**src/rtl/multi_alarm_clock.sv**
```systemverilog
// Multi-alarm 24-hour clock with multiplexed 8-digit seven-segment display.
//
// Time is kept as hh:mm:ss and advanced once per TICK_DIV clk_src cycles while
// running (power & enable). While paused (power & ~enable) each button bit
// steps its own field by one on a rising edge, wrapping within the field.
// NUM_ALARMS channels each hold {hh, mm, on}. A ring starts on the tick that
// lands on ss=0 at an enabled channel's hh:mm and lasts ALARM_SECS ticks.
//
// Optional feature: define HOURLY_CHIME_EN to add a one-second chime on every
// running tick that lands on mm=0, ss=0 (ORed into alarm).
//
// Ports:
//   clk_src            clock
//   reset              synchronous active-high reset (overrides power)
//   power              0 = clock off (time cleared, display blank)
//   enable             1 = run, 0 = pause/adjust
//   add_time/sub_time  increment/decrement buttons {hour, min, sec}
//   mode_12h           12-hour display format
//   alarm_wr           alarm channel write strobe
//   alarm_idx          channel index
//   alarm_hh/alarm_mm  alarm time
//   alarm_on           channel enable
//   alarm              ring/chime output
//   anodes             digit select, active-low
//   cnodes             segments {dp,g,f,e,d,c,b,a}, active-low
module multi_alarm_clock #(
    parameter int unsigned TICK_DIV   = 100000000,
    parameter int unsigned SCAN_DIV   = 100000,
    parameter int unsigned NUM_ALARMS = 4,
    parameter int unsigned ALARM_SECS = 30
) (
    input  logic       clk_src,
    input  logic       reset,
    input  logic       power,
    input  logic       enable,
    input  logic [2:0] add_time,
    input  logic [2:0] sub_time,
    input  logic       mode_12h,
    input  logic       alarm_wr,
    input  logic [2:0] alarm_idx,
    input  logic [4:0] alarm_hh,
    input  logic [5:0] alarm_mm,
    input  logic       alarm_on,
    output logic       alarm,
    output logic [7:0] anodes,
    output logic [7:0] cnodes
);

    localparam int unsigned PW = (TICK_DIV > 1) ? $clog2(TICK_DIV) : 1;
    localparam int unsigned SW = (SCAN_DIV > 1) ? $clog2(SCAN_DIV) : 1;
    localparam int unsigned RW = (ALARM_SECS > 0) ? $clog2(ALARM_SECS + 1) : 1;

    logic [PW-1:0]         presc_q, presc_d;
    logic [4:0]            hh_q, hh_d;
    logic [5:0]            mm_q, mm_d;
    logic [5:0]            ss_q, ss_d;
    logic [2:0]            add_prev_q, sub_prev_q;
    logic                  en_prev_q;
    logic [RW-1:0]         ring_q, ring_d;
    logic [SW-1:0]         scan_cnt_q, scan_cnt_d;
    logic [2:0]            scan_idx_q, scan_idx_d;
    logic [4:0]            alm_hh_q [NUM_ALARMS];
    logic [5:0]            alm_mm_q [NUM_ALARMS];
    logic [NUM_ALARMS-1:0] alm_on_q;
    logic [7:0]            anodes_q, cnodes_q, anodes_d, cnodes_d;

    logic       run, adj, tick, any_edge, en_fall, match, dash;
    logic [2:0] add_edge, sub_edge, inc, dec;
    logic [4:0] hour_disp;
    logic [3:0] digit;

    function automatic logic [7:0] seg7(input logic [3:0] d);
        case (d)
            4'd0:    seg7 = 8'hC0;
            4'd1:    seg7 = 8'hF9;
            4'd2:    seg7 = 8'hA4;
            4'd3:    seg7 = 8'hB0;
            4'd4:    seg7 = 8'h99;
            4'd5:    seg7 = 8'h92;
            4'd6:    seg7 = 8'h82;
            4'd7:    seg7 = 8'hF8;
            4'd8:    seg7 = 8'h80;
            4'd9:    seg7 = 8'h90;
            default: seg7 = 8'hFF;
        endcase
    endfunction

    assign run      = power & enable;
    assign adj      = power & ~enable;
    assign tick     = run && (presc_q == PW'(TICK_DIV - 1));
    assign add_edge = add_time & ~add_prev_q & {3{adj}};
    assign sub_edge = sub_time & ~sub_prev_q & {3{adj}};
    // Opposing edges on the same field cancel out.
    assign inc      = add_edge & ~sub_edge;
    assign dec      = sub_edge & ~add_edge;
    assign any_edge = |(add_edge | sub_edge);
    assign en_fall  = en_prev_q & ~enable;

    // Prescaler and time-of-day next state
    always_comb begin
        presc_d = presc_q;
        hh_d    = hh_q;
        mm_d    = mm_q;
        ss_d    = ss_q;
        if (!power) begin
            presc_d = '0;
            hh_d    = '0;
            mm_d    = '0;
            ss_d    = '0;
        end else if (enable) begin
            if (tick) begin
                presc_d = '0;
                if (ss_q == 6'd59) begin
                    ss_d = '0;
                    if (mm_q == 6'd59) begin
                        mm_d = '0;
                        hh_d = (hh_q == 5'd23) ? 5'd0 : hh_q + 5'd1;
                    end else begin
                        mm_d = mm_q + 6'd1;
                    end
                end else begin
                    ss_d = ss_q + 6'd1;
                end
            end else begin
                presc_d = presc_q + PW'(1);
            end
        end else begin
            if (inc[0])      ss_d = (ss_q == 6'd59) ? 6'd0 : ss_q + 6'd1;
            else if (dec[0]) ss_d = (ss_q == 6'd0) ? 6'd59 : ss_q - 6'd1;
            if (inc[1])      mm_d = (mm_q == 6'd59) ? 6'd0 : mm_q + 6'd1;
            else if (dec[1]) mm_d = (mm_q == 6'd0) ? 6'd59 : mm_q - 6'd1;
            if (inc[2])      hh_d = (hh_q == 5'd23) ? 5'd0 : hh_q + 5'd1;
            else if (dec[2]) hh_d = (hh_q == 5'd0) ? 5'd23 : hh_q - 5'd1;
        end
    end

    // Out-of-range stored alarm times can never equal a legal hh_d/mm_d.
    always_comb begin
        match = 1'b0;
        for (int i = 0; i < int'(NUM_ALARMS); i++) begin
            if (alm_on_q[i] && alm_hh_q[i] == hh_d && alm_mm_q[i] == mm_d) match = 1'b1;
        end
    end

    // Ring counter holds remaining ring seconds; a fresh match restarts it.
    always_comb begin
        ring_d = ring_q;
        if (!power || any_edge || en_fall) begin
            ring_d = '0;
        end else if (tick) begin
            if (ss_d == 6'd0 && match) ring_d = RW'(ALARM_SECS);
            else if (ring_q != '0)     ring_d = ring_q - RW'(1);
        end
    end

`ifdef HOURLY_CHIME_EN
    logic chime_q, chime_d;

    // Chime spans from the top-of-hour tick to the next tick.
    always_comb begin
        chime_d = chime_q;
        if (!run)      chime_d = 1'b0;
        else if (tick) chime_d = (mm_d == 6'd0) && (ss_d == 6'd0);
    end

    always_ff @(posedge clk_src) begin
        if (reset) chime_q <= 1'b0;
        else       chime_q <= chime_d;
    end

    assign alarm = (ring_q != '0) | chime_q;
`else
    assign alarm = (ring_q != '0);
`endif

    // Digit scan
    always_comb begin
        scan_cnt_d = scan_cnt_q + SW'(1);
        scan_idx_d = scan_idx_q;
        if (!power) begin
            scan_cnt_d = '0;
            scan_idx_d = '0;
        end else if (scan_cnt_q == SW'(SCAN_DIV - 1)) begin
            scan_cnt_d = '0;
            scan_idx_d = scan_idx_q + 3'd1;
        end
    end

    // Display decode from next-state values so outputs line up with the state.
    always_comb begin
        hour_disp = hh_d;
        if (mode_12h) begin
            if (hh_d == 5'd0)      hour_disp = 5'd12;
            else if (hh_d > 5'd12) hour_disp = hh_d - 5'd12;
        end
        dash  = 1'b0;
        digit = '0;
        case (scan_idx_d)
            3'd0:    digit = 4'(ss_d % 6'd10);
            3'd1:    digit = 4'(ss_d / 6'd10);
            3'd2:    dash  = 1'b1;
            3'd3:    digit = 4'(mm_d % 6'd10);
            3'd4:    digit = 4'(mm_d / 6'd10);
            3'd5:    dash  = 1'b1;
            3'd6:    digit = 4'(hour_disp % 5'd10);
            default: digit = 4'(hour_disp / 5'd10);
        endcase
        cnodes_d = dash ? 8'hBF : seg7(digit);
        if (scan_idx_d == 3'd0 && mode_12h && hh_d >= 5'd12) cnodes_d[7] = 1'b0;
        anodes_d = ~(8'd1 << scan_idx_d);
    end

    always_ff @(posedge clk_src) begin
        if (reset) begin
            presc_q    <= '0;
            hh_q       <= '0;
            mm_q       <= '0;
            ss_q       <= '0;
            add_prev_q <= '0;
            sub_prev_q <= '0;
            en_prev_q  <= 1'b0;
            ring_q     <= '0;
            scan_cnt_q <= '0;
            scan_idx_q <= '0;
            anodes_q   <= 8'hFE;
            cnodes_q   <= 8'hC0;
            alm_on_q   <= '0;
            for (int i = 0; i < int'(NUM_ALARMS); i++) begin
                alm_hh_q[i] <= '0;
                alm_mm_q[i] <= '0;
            end
        end else begin
            presc_q    <= presc_d;
            hh_q       <= hh_d;
            mm_q       <= mm_d;
            ss_q       <= ss_d;
            add_prev_q <= add_time;
            sub_prev_q <= sub_time;
            en_prev_q  <= enable;
            ring_q     <= ring_d;
            scan_cnt_q <= scan_cnt_d;
            scan_idx_q <= scan_idx_d;
            anodes_q   <= power ? anodes_d : 8'hFF;
            cnodes_q   <= power ? cnodes_d : 8'hFF;
            // Indices at or above NUM_ALARMS match no channel and are dropped.
            for (int i = 0; i < int'(NUM_ALARMS); i++) begin
                if (alarm_wr && alarm_idx == 3'(i)) begin
                    alm_hh_q[i] <= alarm_hh;
                    alm_mm_q[i] <= alarm_mm;
                    alm_on_q[i] <= alarm_on;
                end
            end
        end
    end

    assign anodes = anodes_q;
    assign cnodes = cnodes_q;

endmodule
```
**config.mk**
```make
export PLATFORM = sky130hd
export DESIGN_NAME = multi_alarm_clock
export DESIGN_NICKNAME = d
export VERILOG_FILES = /design/src/rtl/multi_alarm_clock.sv
export SDC_FILE = /design/constraint.sdc
export NUM_CORES = 1
export LEC_CHECK = 0
export BUFFER_PORTS_ARGS = -buffer_cell sky130_fd_sc_hd__buf_2
export CAP_MARGIN = 20
export CORE_MARGIN = 10
export CORE_UTILIZATION = 35
export DETAILED_ROUTE_END_ITERATION = 8
export PLACE_DENSITY = 0.62
export SYNTH_ARGS = -nofsm -noshare
export SYNTH_HDL_FRONTEND = slang
export SYNTH_SLANG_ARGS = --single-unit
export TNS_END_PERCENT = 1
```
**constraint.sdc**
```tcl
create_clock -name clk_src -period 13.2 [get_ports clk_src]
set_input_delay 1.32 -clock clk_src [delete_from_list [all_inputs] [get_ports clk_src]]
set_output_delay 1.32 -clock clk_src [all_outputs]
set_load 0.02 [all_outputs]
```
* Word level (Yosys, flattened, before mapping)
Memory sizes are Yosys's and may differ from the RTL's. Cells that the tools add are included.
Storage, ports and cells: flip-flop bits (word level) 96, memories kept 3, latch bits 0, RAM bits 44, output and inout port bits 17, bits in read-only memories 112
Operators by class: add/sub/neg operators 11, bitwise gates (word level) 25, shift operators 1, multipliers 0, equal/unequal tests 22, $lt $le $gt $ge 2, reduce and logical (&&, ||, !) cells 34, div/mod/pow operators 6, multiplexer cells 64
Memories:
- (no name shown) | depth 16, bits a word 7, rd ports 1, clocked after memory_dff 0, write ports 0, RTL line 73 | case (d)
- alm_mm_q | depth 4, bits a word 6, rd ports 4, clocked after memory_dff 0, write ports 4, RTL line 63 | logic [5:0] alm_mm_q [NUM_ALARMS];
- alm_hh_q | depth 4, bits a word 5, rd ports 4, clocked after memory_dff 0, write ports 4, RTL line 62 | logic [4:0] alm_hh_q [NUM_ALARMS];
Operator list (count):
- two-way mux 6 bit | 20
- two-way mux 5 bit | 18
- adder 27 x 1 -> 27 bit (second input constant) | 1
- == test 27 bit (second input constant) | 1
- two-way mux 27 bit | 1
- == test 6 bit | 4
- one-hot mux 4 bit (6 select lines) | 1
- two-way mux 1 bit | 21
- == test 5 bit | 4
- AND 3 bit | 6
- zero test 6 bit | 3
- adder 17 x 1 -> 17 bit (second input constant) | 1
- == test 17 bit (second input constant) | 1
- logical AND 1 bit | 16
- adder 6 x 1 -> 6 bit (second input constant) | 2
- divider 6 x 4 -> 6 bit (second input constant) | 2
- == test 3 x 2 -> 1 bit (second input constant) | 4
- == test 6 bit (second input constant) | 2
- remainder unit 6 x 4 -> 6 bit (second input constant) | 2
- NOT 3 bit | 4
- subtractor 6 x 1 -> 6 bit (second input constant) | 2
- zero test 5 bit | 2
- subtractor 5 x 1 -> 5 bit (second input constant) | 2
- == test 3 bit (second input constant) | 3
- 25 further kinds | 42

* Logic depth before layout (Yosys ltp)
Gate-level depths: netlist of run 1.
depth in word-level cells 19, gate-level depth with buffers 28

* Worst setup path before layout of run 1
OpenSTA, ideal clock, no wires.
kind input-to-reg, start in power, end reg cnodes_q[6] (netlist: cnodes[6]), arrival time 6.987 ns, stages 27, data required time 13.071 ns, setup slack 6.083 ns, cell sequence or4b_1 > or4_1 > buf_2 > nor4_4 > mux2_2 > nor2_1 > inv_1 > ha_1 > nor2_1 > nand2_1 > a2111oi_0 > nor3_2 > nor4b_1 > nor2_1 > ha_1 > inv_1 > a221o_1 > a211oi_1 > a311oi_1 > a2bb2oi_1 > mux2i_1 > o21a_1 > nor2_1 > inv_1 > ha_1 > nor4b_1 > a211oi_1
Between the ends: cells in the longest elaborated chain, start to end 16, elaborated cells between the ends (all ways) 51, classes of those cells add/sub: 1; div: 6; order compare: 1; eq/ne: 6; mux: 22; bitwise: 9; reduce/logical: 5; memory: 1
Ends and longest elaborated chain:
- from (decl) | RTL line 34 | input logic power,
- AND 1 bit | RTL line 89 | assign adj = power & ~enable;
- AND 3 bit | RTL line 91 | assign add_edge = add_time & ~add_prev_q & {3{adj}};
- NOT 3 bit | RTL line 95 | assign dec = sub_edge & ~add_edge;
- AND 3 bit | RTL line 95
- two-way mux 5 bit | RTL line 133 | else if (dec[2]) hh_d = (hh_q == 5'd0) ? 5'd23 : hh_q - 5'd1;
- two-way mux 5 bit | RTL line 132 | if (inc[2]) hh_d = (hh_q == 5'd23) ? 5'd0 : hh_q + 5'd1;
- two-way mux 5 bit | RTL line 110 | end else if (enable) begin
- two-way mux 5 bit * | RTL line 105 | if (!power) begin
- via hh_d[3] | RTL line 54 | logic [4:0] hh_q, hh_d;
- subtractor 5 x 4 -> 5 bit / > comparator 5 x 4 -> 1 bit (equally long branches) | RTL line 194 | else if (hh_d > 5'd12) hour_disp = hh_d - 5'd12;
- two-way mux 5 bit | RTL line 194
- two-way mux 5 bit | RTL line 193 | if (hh_d == 5'd0) hour_disp = 5'd12;
- two-way mux 5 bit * | RTL line 192 | if (mode_12h) begin
- divider 5 x 4 -> 5 bit / remainder unit 5 x 4 -> 5 bit (equally long branches) | RTL line 206, 205
- one-hot mux 4 bit (6 select lines) * | RTL line 198 | case (scan_idx_d)
- memory read (16 x 7 bit) *
- two-way mux 8 bit * | RTL line 208 | cnodes_d = dash ? 8'hBF : seg7(digit);
- to (signal assigned) | RTL line 244 | cnodes_q <= power ? cnodes_d : 8'hFF;
- to (decl) | RTL line 65 | logic [7:0] anodes_q, cnodes_q, anodes_d, cnodes_d;
Mark *: on every way through the listed nets, which the timed path passes. The rest lies on a longest branch. A chain may end at the register's enable or synchronous reset.

* Worst setup path after layout of run 1
Same ends and word-level chain as after synthesis.

==> impl_metrics.tcl, run 1 <==
set metrics [dict create \
    syn-cell-area_um2 9020 \
    grt_pass1_wl_um 38500 \
    report.power.total_mw 1.06 \
    postSynth.asyncResetShare_pct 0 \
    h-tree-depth 4 \
    power_density_nw_per_um2 105 \
    grtUsageTotal_pct 14.2 \
    reg2reg_depth 26 \
    synth_area_leaders "dfxtp_1 21%, edfxtp_1 15%, xnor2_1 5.1%" \
    grt_start_max_net_pins 32 \
    insertedDiodeCount 0 \
    finalCritPeriodShare_pct 61.8 \
    clk_pin_slew_ns 0.06 \
    cpPeakStageDelay_ns 0.64 \
    dp_hpwl_um 17100 \
    tns_ns 0 \
    die-area_um2 32600 \
    dr_total_vias 7825 \
    status "finished, final reports clean" \
    syn-num-nets 1104 \
    synth_top_area_cell "dfxtp_1" \
    ys.flop_type "dfxtp_1" \
    holdPathStages 1 \
    finalHoldViolCount 0 \
    placementRows 58 \
    ir_worst_vdd_mv 0.0768 \
    coreArea_um2 25300 \
    cp_max_fo 27 \
    cp_data_required_time_ns 13.51 \
    dp.cells 1383 \
    io_pins 44 \
    hold_buffers 0 \
    arrival_ns 8.46 \
    io_buffer_count 43 \
    syn_inst 1053 \
    synth_top_area_share_pct 21.3 \
    cts_root_buffer "clkbuf_16" \
    crit_buf_inv 4 \
    final_core_util_pct 39.9 \
    areaGrowthSynthToFinish_pct 11.7 \
    cpLargestDelayFamily "simple AND/OR/NAND/NOR gates" \
    path_depth 27 \
    post_cts_resized 0 \
    critical_path_class "in2reg" \
    postRouteAntennaNets 0 \
    grt-ovfl-total 0 \
    synth.yosys.seq_area_share_pct 36.0 \
    die_x_um 181 \
    slew_headroom_pct 32.7 \
    grt_pass1_vias 7460 \
    start_util_pct 35.7 \
    gp_congestion 0.913 \
    drive_gt1_share_pct 10.6 \
    wl_per_cell_um 16.8 \
    antenna_found_initial 0 \
    fmax_mhz 123 \
    cts_buffers 17 \
    path_common_cell "nor2_1" \
    worstSkewPairLatency_ns 0.43 \
    stdcell_count 1417 \
    ys_seq_elements 140 \
    nets 1125 \
    drt-initial-drc-count 695 \
    skew_ns 0.00903 \
    drt_wl_total_um 23800 \
    syn-mean-instance-area_um2 8.57 \
    setup_viol 0 \
    clockBufferDepth 2 \
    tightest_slew_ns 1.01 \
    startpoint_type "input port" \
    critical_path.endpoint_type "flop" \
    min_path_type "reg2reg" \
    routed_via_density 5.52 \
    rsz0062_at_grt "false" \
    critical-path-slowest-cell "nor4_4" \
    postCtsSetupBuffers 0 \
    drcViolationCount 0 \
    cts_tree "built" \
    yosysWarnings 0 \
    fin_crit_ns 8.15 \
    p_leak_nw 3.66 \
    synth-edff-count 44 \
    die_h_um 181 \
    drt_first_pass_iters 5 \
    synthDistinctLibCells 91 \
    clock_sinks 140 \
    cap_viol_max_count 0 \
    slew_viol_final 0 \
]
## worst register-to-register path: cells and delay by family, from the launching register on
family          cells  cell delay [ns]
fa+ha+maj           3             0.68
mux                 2             0.56
flops               1             0.34
compound gates      7             1.34
simple gates       11             3.85
buf+inv             3             0.31
## worst paths after layout
kind / start / slack (ns) / to
worst max-delay path: power / 5.05 / cnodes[6]$_SDFF_PP1_
worst max register to register: presc_q[8]$_SDFFE_PP0P_ / 5.98 / cnodes[6]$_SDFF_PP1_
worst min register to register: scan_cnt_q[0]$_SDFF_PP0_ / 0.47 / scan_cnt_q[0]$_SDFF_PP0_
worst min-delay path: scan_cnt_q[0]$_SDFF_PP0_ / 0.47 / scan_cnt_q[0]$_SDFF_PP0_
## state kept, by name (all words and copies together) (netlist names)
register    count
presc_q        27
alm_mm_q       24
alm_hh_q       20
scan_cnt_q     17
anodes          8
cnodes          8
mm_q            6
ss_q            6
hh_q            5
ring_q          5
alm_on_q        4
add_prev_q      3
scan_idx_q      3
sub_prev_q      3
en_prev_q       1
## power breakdown
group	internal (mW)	switching [mW]	leakage (nW)	total, mW
logic	0.0511	0.0806	2.18	0.132
registers	0.459	0.00906	1.20	0.468
clock network	0.260	0.202	0.273	0.462
## area by class of cell
type | count | area, um^2
fill | 2519 | 15200
multi-input combinational | 822 | 5420
sequential | 140 | 3240
clock buffer | 21 | 474
tap | 330 | 413
timing repair buffer | 53 | 288
inverter | 40 | 150
clock inverter | 11 | 83.8
## per-stage QoR
| step | setup WS (ns) | hold WS (ns) | instance area (um^2) |
|---|---|---|---|
| floorplan | 6.08 | 0.430 | 9020 |
| global placement | 5.00 | 0.445 | 9500 |
| detailed placement | 4.77 | 0.464 | 9500 |
| CTS | 5.20 | 0.477 | 10100 |
| global route | 4.59 | 0.510 | 10100 |
| finish | 5.05 | 0.469 | 10100 |
## layer usage
layer  up-vias  track usage, %  routed length, um
met5         -               0                  0
met4         0            4.82                421
met3        35            3.41               1350
met2       244            22.3              10700
met1      3675            18.6              11400
li1       3871               -                  -
## cells in the mapped netlist (all sizes together) (5+ instances only)
library cell	n
a31oi	14
or2	5
ha	24
nand4	19
a21oi	38
xnor2	53
o211ai	7
nor3	26
mux2i	15
o31ai	5
o21a	9
dfxtp	96
and3	25
o21ai	36
o22a	5
nor4b	10
nor4	16
mux2	5
clkbuf	41
nand3	46
edfxtp	44
a311oi	7
nand2b	22
nor2b	18
a211oi	8
or3	11
nor3b	5
nor2	118
or4b	5
inv	40
and4	6
nand2	73
o22ai	14
buf	10
and2	51
a21o	6
xor2	37
## layout by cell type (no fill, tap or decap), drive strengths merged, types with 37 or more instances in the layout
cell / synthesis / layout
nand3: 46 / 46
buf: 10 / 53
a21oi: 38 / 38
xnor2: 53 / 53
nand2: 73 / 73
xor2: 37 / 37
nor2: 118 / 118
and2: 51 / 51
edfxtp: 44 / 44
dfxtp: 96 / 96
inv: 40 / 43
## logic make-up (layout without fill, tap and decap cells)
logic type      after synthesis  after routing  share of synthesized area (%)
simple gates                477            477                           28.7
compound gates              211            211                           17.0
flops                       140            140                           36.0
xor+xnor                     90             90                           8.74
buf+inv                      91            125                           3.95
fa+ha+maj                    24             24                           3.33
mux                          20             20                           2.33
No activity file was read; power rests on OpenSTA's default activity.
==> inputs of run 2 (changes only) <==
--- a/config.mk
+++ b/config.mk
@@ -10,7 +10,7 @@
 export CORE_MARGIN = 10
 export CORE_UTILIZATION = 35
 export DETAILED_ROUTE_END_ITERATION = 8
-export PLACE_DENSITY = 0.62
+export PLACE_DENSITY = 0.64
 export SYNTH_ARGS = -nofsm -noshare
 export SYNTH_HDL_FRONTEND = slang
 export SYNTH_SLANG_ARGS = --single-unit
==> constraint.sdc (replaced) <==
create_clock -name clk_src -period 7 [get_ports clk_src]
set_input_delay 0.7 -clock clk_src [delete_from_list [all_inputs] [get_ports clk_src]]
set_output_delay 0.7 -clock clk_src [all_outputs]
set_load 0.02 [all_outputs]
==> run 2 against run 1 <==
Against the previous run:
- critical path type is now reg2reg
- register-to-register slack worse by 5.5 ns
- sequential power rose by 89%
- worst hold slack improved by 0.0034 ns
- setup slack worse by 4.6 ns
- cell count rose by 0.56%
- flip-flop and latch count unchanged
- first-iteration DRC count is 21% lower
- sequential share of layout area decreased by 0.38 points
- largest power group is now clock
==> impl_metrics.tcl, run 2 (synthesized netlist as in run 1, its figures left out) <==
set metrics [dict create \
    insertedDiodeCount 0 \
    slew_viol_final 0 \
    post_cts_resized 0 \
    dr_total_vias 7924 \
    arrival_ns 6.87 \
    power_frac_comb_pct 12.1 \
    drt_wl_total_um 23800 \
    critical-path-slowest-cell "or4b_1" \
    rsz0062_at_grt "false" \
    hold_buffers 0 \
    die-area_um2 32600 \
    finalCritPeriodShare_pct 93.7 \
    finalHoldViolCount 0 \
    power.switching_uw 553 \
    startpoint_type "flop" \
    io_pins 44 \
    seq_area_um2 3240 \
    nets 1133 \
    ir_worst_vdd_mv 0.143 \
    die_x_um 181 \
    crit_buf_inv 4 \
    gp_congestion 0.969 \
    slew_headroom_pct 36.3 \
    skew_ns 0.00736 \
    drcViolationCount 0 \
    clk_pin_slew_ns 0.06 \
    cts_root_buffer "clkbuf_16" \
    top_regs "presc_q x27, alm_mm_q x24, alm_hh_q x20" \
    grtUsageTotal_pct 14.3 \
    critical_path.endpoint_type "flop" \
    clock_sinks 140 \
    p_seq_share_pct 42.3 \
    post-route-cell-area_um2 10200 \
    cpPeakStageDelay_ns 0.60 \
    areaGrowthSynthToFinish_pct 13.0 \
    setup_viol 0 \
    drt_first_pass_iters 5 \
    antenna_found_initial 0 \
    min_path_type "reg2reg" \
    start_util_pct 35.7 \
    status "finished, final reports clean" \
    placementRows 58 \
    final_common_cell "nor2_1" \
    wl_per_cell_um 16.7 \
    critical_path_class "reg2reg" \
    postCtsSetupBuffers 0 \
    p_leak_nw 3.72 \
    internal_power_mw 1.54 \
    cts_buffers 17 \
    fmax_mhz 152 \
    tightest_slew_ns 0.948 \
    grt_start_max_net_pins 32 \
    drt-initial-drc-count 546 \
    largest_reg_flops 27 \
    dp_hpwl_um 17500 \
    grt_pass1_vias 7563 \
    top_register "presc_q" \
    cp_max_fo 7 \
    clkPwrFrac_pct 45.6 \
    tns_ns 0 \
    die_h_um 181 \
    switching_share_pct 26.5 \
    io_buffer_count 43 \
    grt-ovfl-total 0 \
    drive_gt1_share_pct 11.1 \
    mostFrequentLayoutCells "116 x nor2_1, 96 x dfxtp_1, 72 x nand2_1" \
    grt_pass1_wl_um 39000 \
    postRouteAntennaNets 0 \
    cpLargestDelayFamily "simple AND/OR/NAND/NOR gates" \
    cp_data_required_time_ns 7.31 \
    fin_crit_ns 6.56 \
    clockBufferDepth 2 \
    h-tree-depth 4 \
    multi_input_area_um2 5420 \
    cap_viol_max_count 0 \
    cts_tree "built" \
    place_area_um2 9580 \
    power_density_nw_per_um2 205 \
    fillerInstances 2570 \
    coreArea_um2 25300 \
    routed_via_density 5.56 \
    worstSkewPairLatency_ns 0.43 \
]
## run 2: changes by cell type in the layout (fill, tap and decap cells not counted), sizes merged
| cell | before | now |
|---|---|---|
| inv | 43 | 46 |
| buf | 53 | 61 |
| clkinvlp | 3 | 1 |
| clkbuf | 21 | 18 |
| bufinv | 0 | 3 |
| clkinv | 5 | 4 |
## run 2: power by group through the flow
stage	Combinational [mW]	Sequential (mW)	Clock (mW)
final	0.252	0.883	0.952
after global routing	0.277	0.886	1.01
after CTS	0.251	0.883	0.970
after detailed placement	0.249	0.901	0
after global placement	0.246	0.901	0
after floorplan	0.177	0.901	0
## run 2: per-stage QoR
step | hold slack [ns] | worst slack (ns) | total power, mW | utilization, % | instances
5_1_grt | 0.518 | 0.131 | 2.17 | 40.4 | 1425
2_1_floorplan | 0.430 | 0.503 | 1.08 | - | 1053
3_3_place_gp | 0.441 | 0.372 | 1.15 | 37.9 | 1393
4_1_cts | 0.473 | 0.632 | 2.10 | 40.4 | 1425
3_5_place_dp | 0.459 | 0.270 | 1.15 | 37.9 | 1393
6_report | 0.472 | 0.438 | 2.09 | 40.4 | 1425
## run 2: worst paths after layout
kind | start | end | slack [ns] | cells past startpoint
max | presc_q[8]$_SDFFE_PP0P_ | cnodes[6]$_SDFF_PP1_ | 0.44 | 27
min | alm_on_q[1]$_SDFFE_PP0P_ | alm_on_q[1]$_SDFFE_PP0P_ | 0.47 | 2
max reg2reg | presc_q[8]$_SDFFE_PP0P_ | cnodes[6]$_SDFF_PP1_ | 0.44 | 27
min reg2reg | alm_on_q[1]$_SDFFE_PP0P_ | alm_on_q[1]$_SDFFE_PP0P_ | 0.47 | 2
## run 2: final cells by class
| class | count | area share, % |
|---|---|---|
| Tap cell | 330 | 4.05 |
| Clock inverter | 14 | 1.82 |
| Multi-Input combinational cell | 822 | 53.2 |
| Clock buffer | 18 | 4.21 |
| Sequential cell | 140 | 31.8 |
| Inverter | 40 | 1.47 |
| Timing Repair Buffer | 61 | 3.44 |
## run 2: worst min-delay path: stages, from the launching register on
cell     delay [ns]
dfxtp_1        0.31
inv_1          0.05
o21ai_0        0.07
## run 2: layer usage
metal	up-vias	wire length (um)	GRT usage (%)
met2	216	11200	23.6
li1	3888	-	-
met3	44	1230	2.93
met5	-	0	0
met1	3776	11000	18.0
met4	0	384	4.79
==> inputs of run 3 (changes only) <==
--- a/config.mk
+++ b/config.mk
@@ -10,6 +10,7 @@
 export CORE_MARGIN = 10
 export CORE_UTILIZATION = 35
 export DETAILED_ROUTE_END_ITERATION = 8
+export GPL_TIMING_DRIVEN = 0
 export PLACE_DENSITY = 0.64
 export SYNTH_ARGS = -nofsm -noshare
 export SYNTH_HDL_FRONTEND = slang
==> run 3 against run 2 <==
Against the previous run:
- setup slack better by 0.044 ns
- global-route usage is 0.27 points higher
- clock-buffer cell count is 1 lower
- worst hold slack worse by 0.0043 ns
- clock power is 3.7% higher
- critical path depth is 1 lower
- die area stayed put
- design area is 1.7% higher
- via count is 2.3% higher
- critical endpoint unchanged
- largest cell class unchanged
==> impl_metrics.tcl, run 3 (synthesized netlist as in run 1, its figures left out) <==
set metrics [dict create \
    finalCritPeriodShare_pct 93.1 \
    p_leak_nw 3.77 \
    grtUsageTotal_pct 14.5 \
    reg2reg_depth 26 \
    drt-initial-drc-count 668 \
    slew_headroom_pct 28.3 \
    die_x_um 181 \
    tns_ns 0 \
    clk_pin_slew_ns 0.06 \
    grt-ovfl-total 0 \
    routed_via_density 5.54 \
    cts_buffers 17 \
    finalHoldViolCount 0 \
    cap_viol_max_count 0 \
    cts_tree "built" \
    io_pins 44 \
    cts_root_buffer "clkbuf_16" \
    drive_gt1_share_pct 10.8 \
    power.switching_uw 559 \
    ir_worst_vdd_mv 0.141 \
    dr_total_vias 8109 \
    power_frac_comb_pct 12.3 \
    cp_data_required_time_ns 7.30 \
    tightest_slew_ns 1.05 \
    status "finished, final reports clean" \
    drcViolationCount 0 \
    wl_per_cell_um 16.8 \
    areaGrowthSynthToFinish_pct 14.9 \
    critical_path_class "in2reg" \
    die_h_um 181 \
    clock_sinks 140 \
    die-area_um2 32600 \
    power_density_nw_per_um2 205 \
    skew_ns 0.0132 \
    clkPwrFrac_pct 46.4 \
    grt_pass1_vias 7685 \
    rsz0062_at_grt "false" \
    mostFrequentLayoutCells "114 x nor2_1, 96 x dfxtp_1, 72 x nand2_1" \
    worstSkewPairLatency_ns 0.44 \
    grt_pass1_wl_um 39600 \
    internal_power_mw 1.57 \
    top_regs "presc_q x27, alm_mm_q x24, alm_hh_q x20" \
    post-route-cell-area_um2 10400 \
    place_area_um2 9660 \
    holdPathStages 2 \
    insertedDiodeCount 0 \
    final_core_util_pct 41.0 \
    fin_crit_ns 6.52 \
    drt_wl_total_um 24700 \
    h-tree-depth 4 \
    critical_path.endpoint_type "flop" \
    antenna_found_initial 0 \
    min_path_type "reg2reg" \
    grt_start_max_net_pins 17 \
    gp_congestion 0.906 \
    startpoint_type "input port" \
    fmax_mhz 153 \
    top_register "presc_q" \
    placementRows 58 \
    p_seq_share_pct 41.3 \
    dp_slack_ns -0.707 \
    hold_buffers 0 \
    slew_viol_final 0 \
    largest_reg_flops 27 \
    start_util_pct 35.7 \
    setup_ws_ns 0.482 \
    io_buffer_count 43 \
    arrival_ns 6.82 \
    switching_share_pct 26.3 \
    coreArea_um2 25300 \
    drt_first_pass_iters 5 \
    dp_hpwl_um 18100 \
    cp_max_fo 9 \
    fillerInstances 2568 \
    final_common_cell "nor2_1" \
    clockBufferDepth 2 \
    postRouteAntennaNets 0 \
    nets 1172 \
    setup_viol 0 \
]
## run 3: power by group through the flow
stage | registers, mW | clock network, mW | logic [mW]
2_1_floorplan | 0.901 | 0 | 0.177
3_3_place_gp | 0.895 | 0 | 0.254
3_5_place_dp | 0.896 | 0 | 0.256
4_1_cts | 0.879 | 1.00 | 0.258
5_1_grt | 0.881 | 1.04 | 0.289
6_report | 0.878 | 0.987 | 0.263
## run 3: timing repair
item                       in CTS  in global routing
pin swaps                       1                  0
gates resized for setup         1                  7
setup buffers                   2                  0
setup endpoints to repair       7                  7
## run 3: layout make-up
cell class | count | area (um^2) | area share [%]
clock inverters | 15 | 210 | 2.03
plain buffers | 51 | 206 | 1.99
inverters | 40 | 150 | 1.45
well taps | 330 | 413 | 3.98
clock buffers | 17 | 425 | 4.10
multi-input cells | 822 | 5460 | 52.7
flip-flops and latches | 140 | 3240 | 31.3
repair buffers | 49 | 255 | 2.46
## run 3: through the flow
step           power (mW)  hold slack [ns]  instances
2_1_floorplan        1.08            0.430       1053
3_3_place_gp         1.15            0.440       1426
3_5_place_dp         1.15            0.461       1427
4_1_cts              2.14            0.471       1461
5_1_grt              2.21            0.491       1464
6_report             2.13            0.468       1464
## run 3: path summary, 6_finish.rpt
check / start / endpoint / slack [ns]
worst min register to register: alm_on_q[1]$_SDFFE_PP0P_ / alm_on_q[1]$_SDFFE_PP0P_ / 0.47
worst max register to register: presc_q[0]$_SDFFE_PP0P_ / cnodes[6]$_SDFF_PP1_ / 0.51
worst max-delay path: power / cnodes[6]$_SDFF_PP1_ / 0.48
worst min-delay path: alm_on_q[1]$_SDFFE_PP0P_ / alm_on_q[1]$_SDFFE_PP0P_ / 0.47
## run 3: critical path: stages
cell and delay [ns]:
buf_2 0.22, or4b_1 0.52, or4_1 0.42, buf_2 0.20
nor4_4 0.31, mux2_2 0.41, nor2_4 0.24, ha_1 0.28
nand2b_1 0.16, a311o_1 0.34, o2111ai_1 0.34, a21oi_1 0.14
nor2_1 0.17, ha_1 0.17, inv_1 0.04, a221o_1 0.25
a211oi_1 0.28, a311oi_1 0.09, a2bb2oi_1 0.31, mux2i_1 0.13
o21a_1 0.21, nor2_2 0.17, inv_1 0.09, ha_1 0.22
nor4b_1 0.31, a211oi_1 0.09
## run 3: per-layer routing
metal  part of all wire [%]  global-route usage (%)
met4                    1.4                    4.10
met1                     47                    18.7
met2                     48                    24.2
met5                      0                       0
met3                    4.2                    2.75
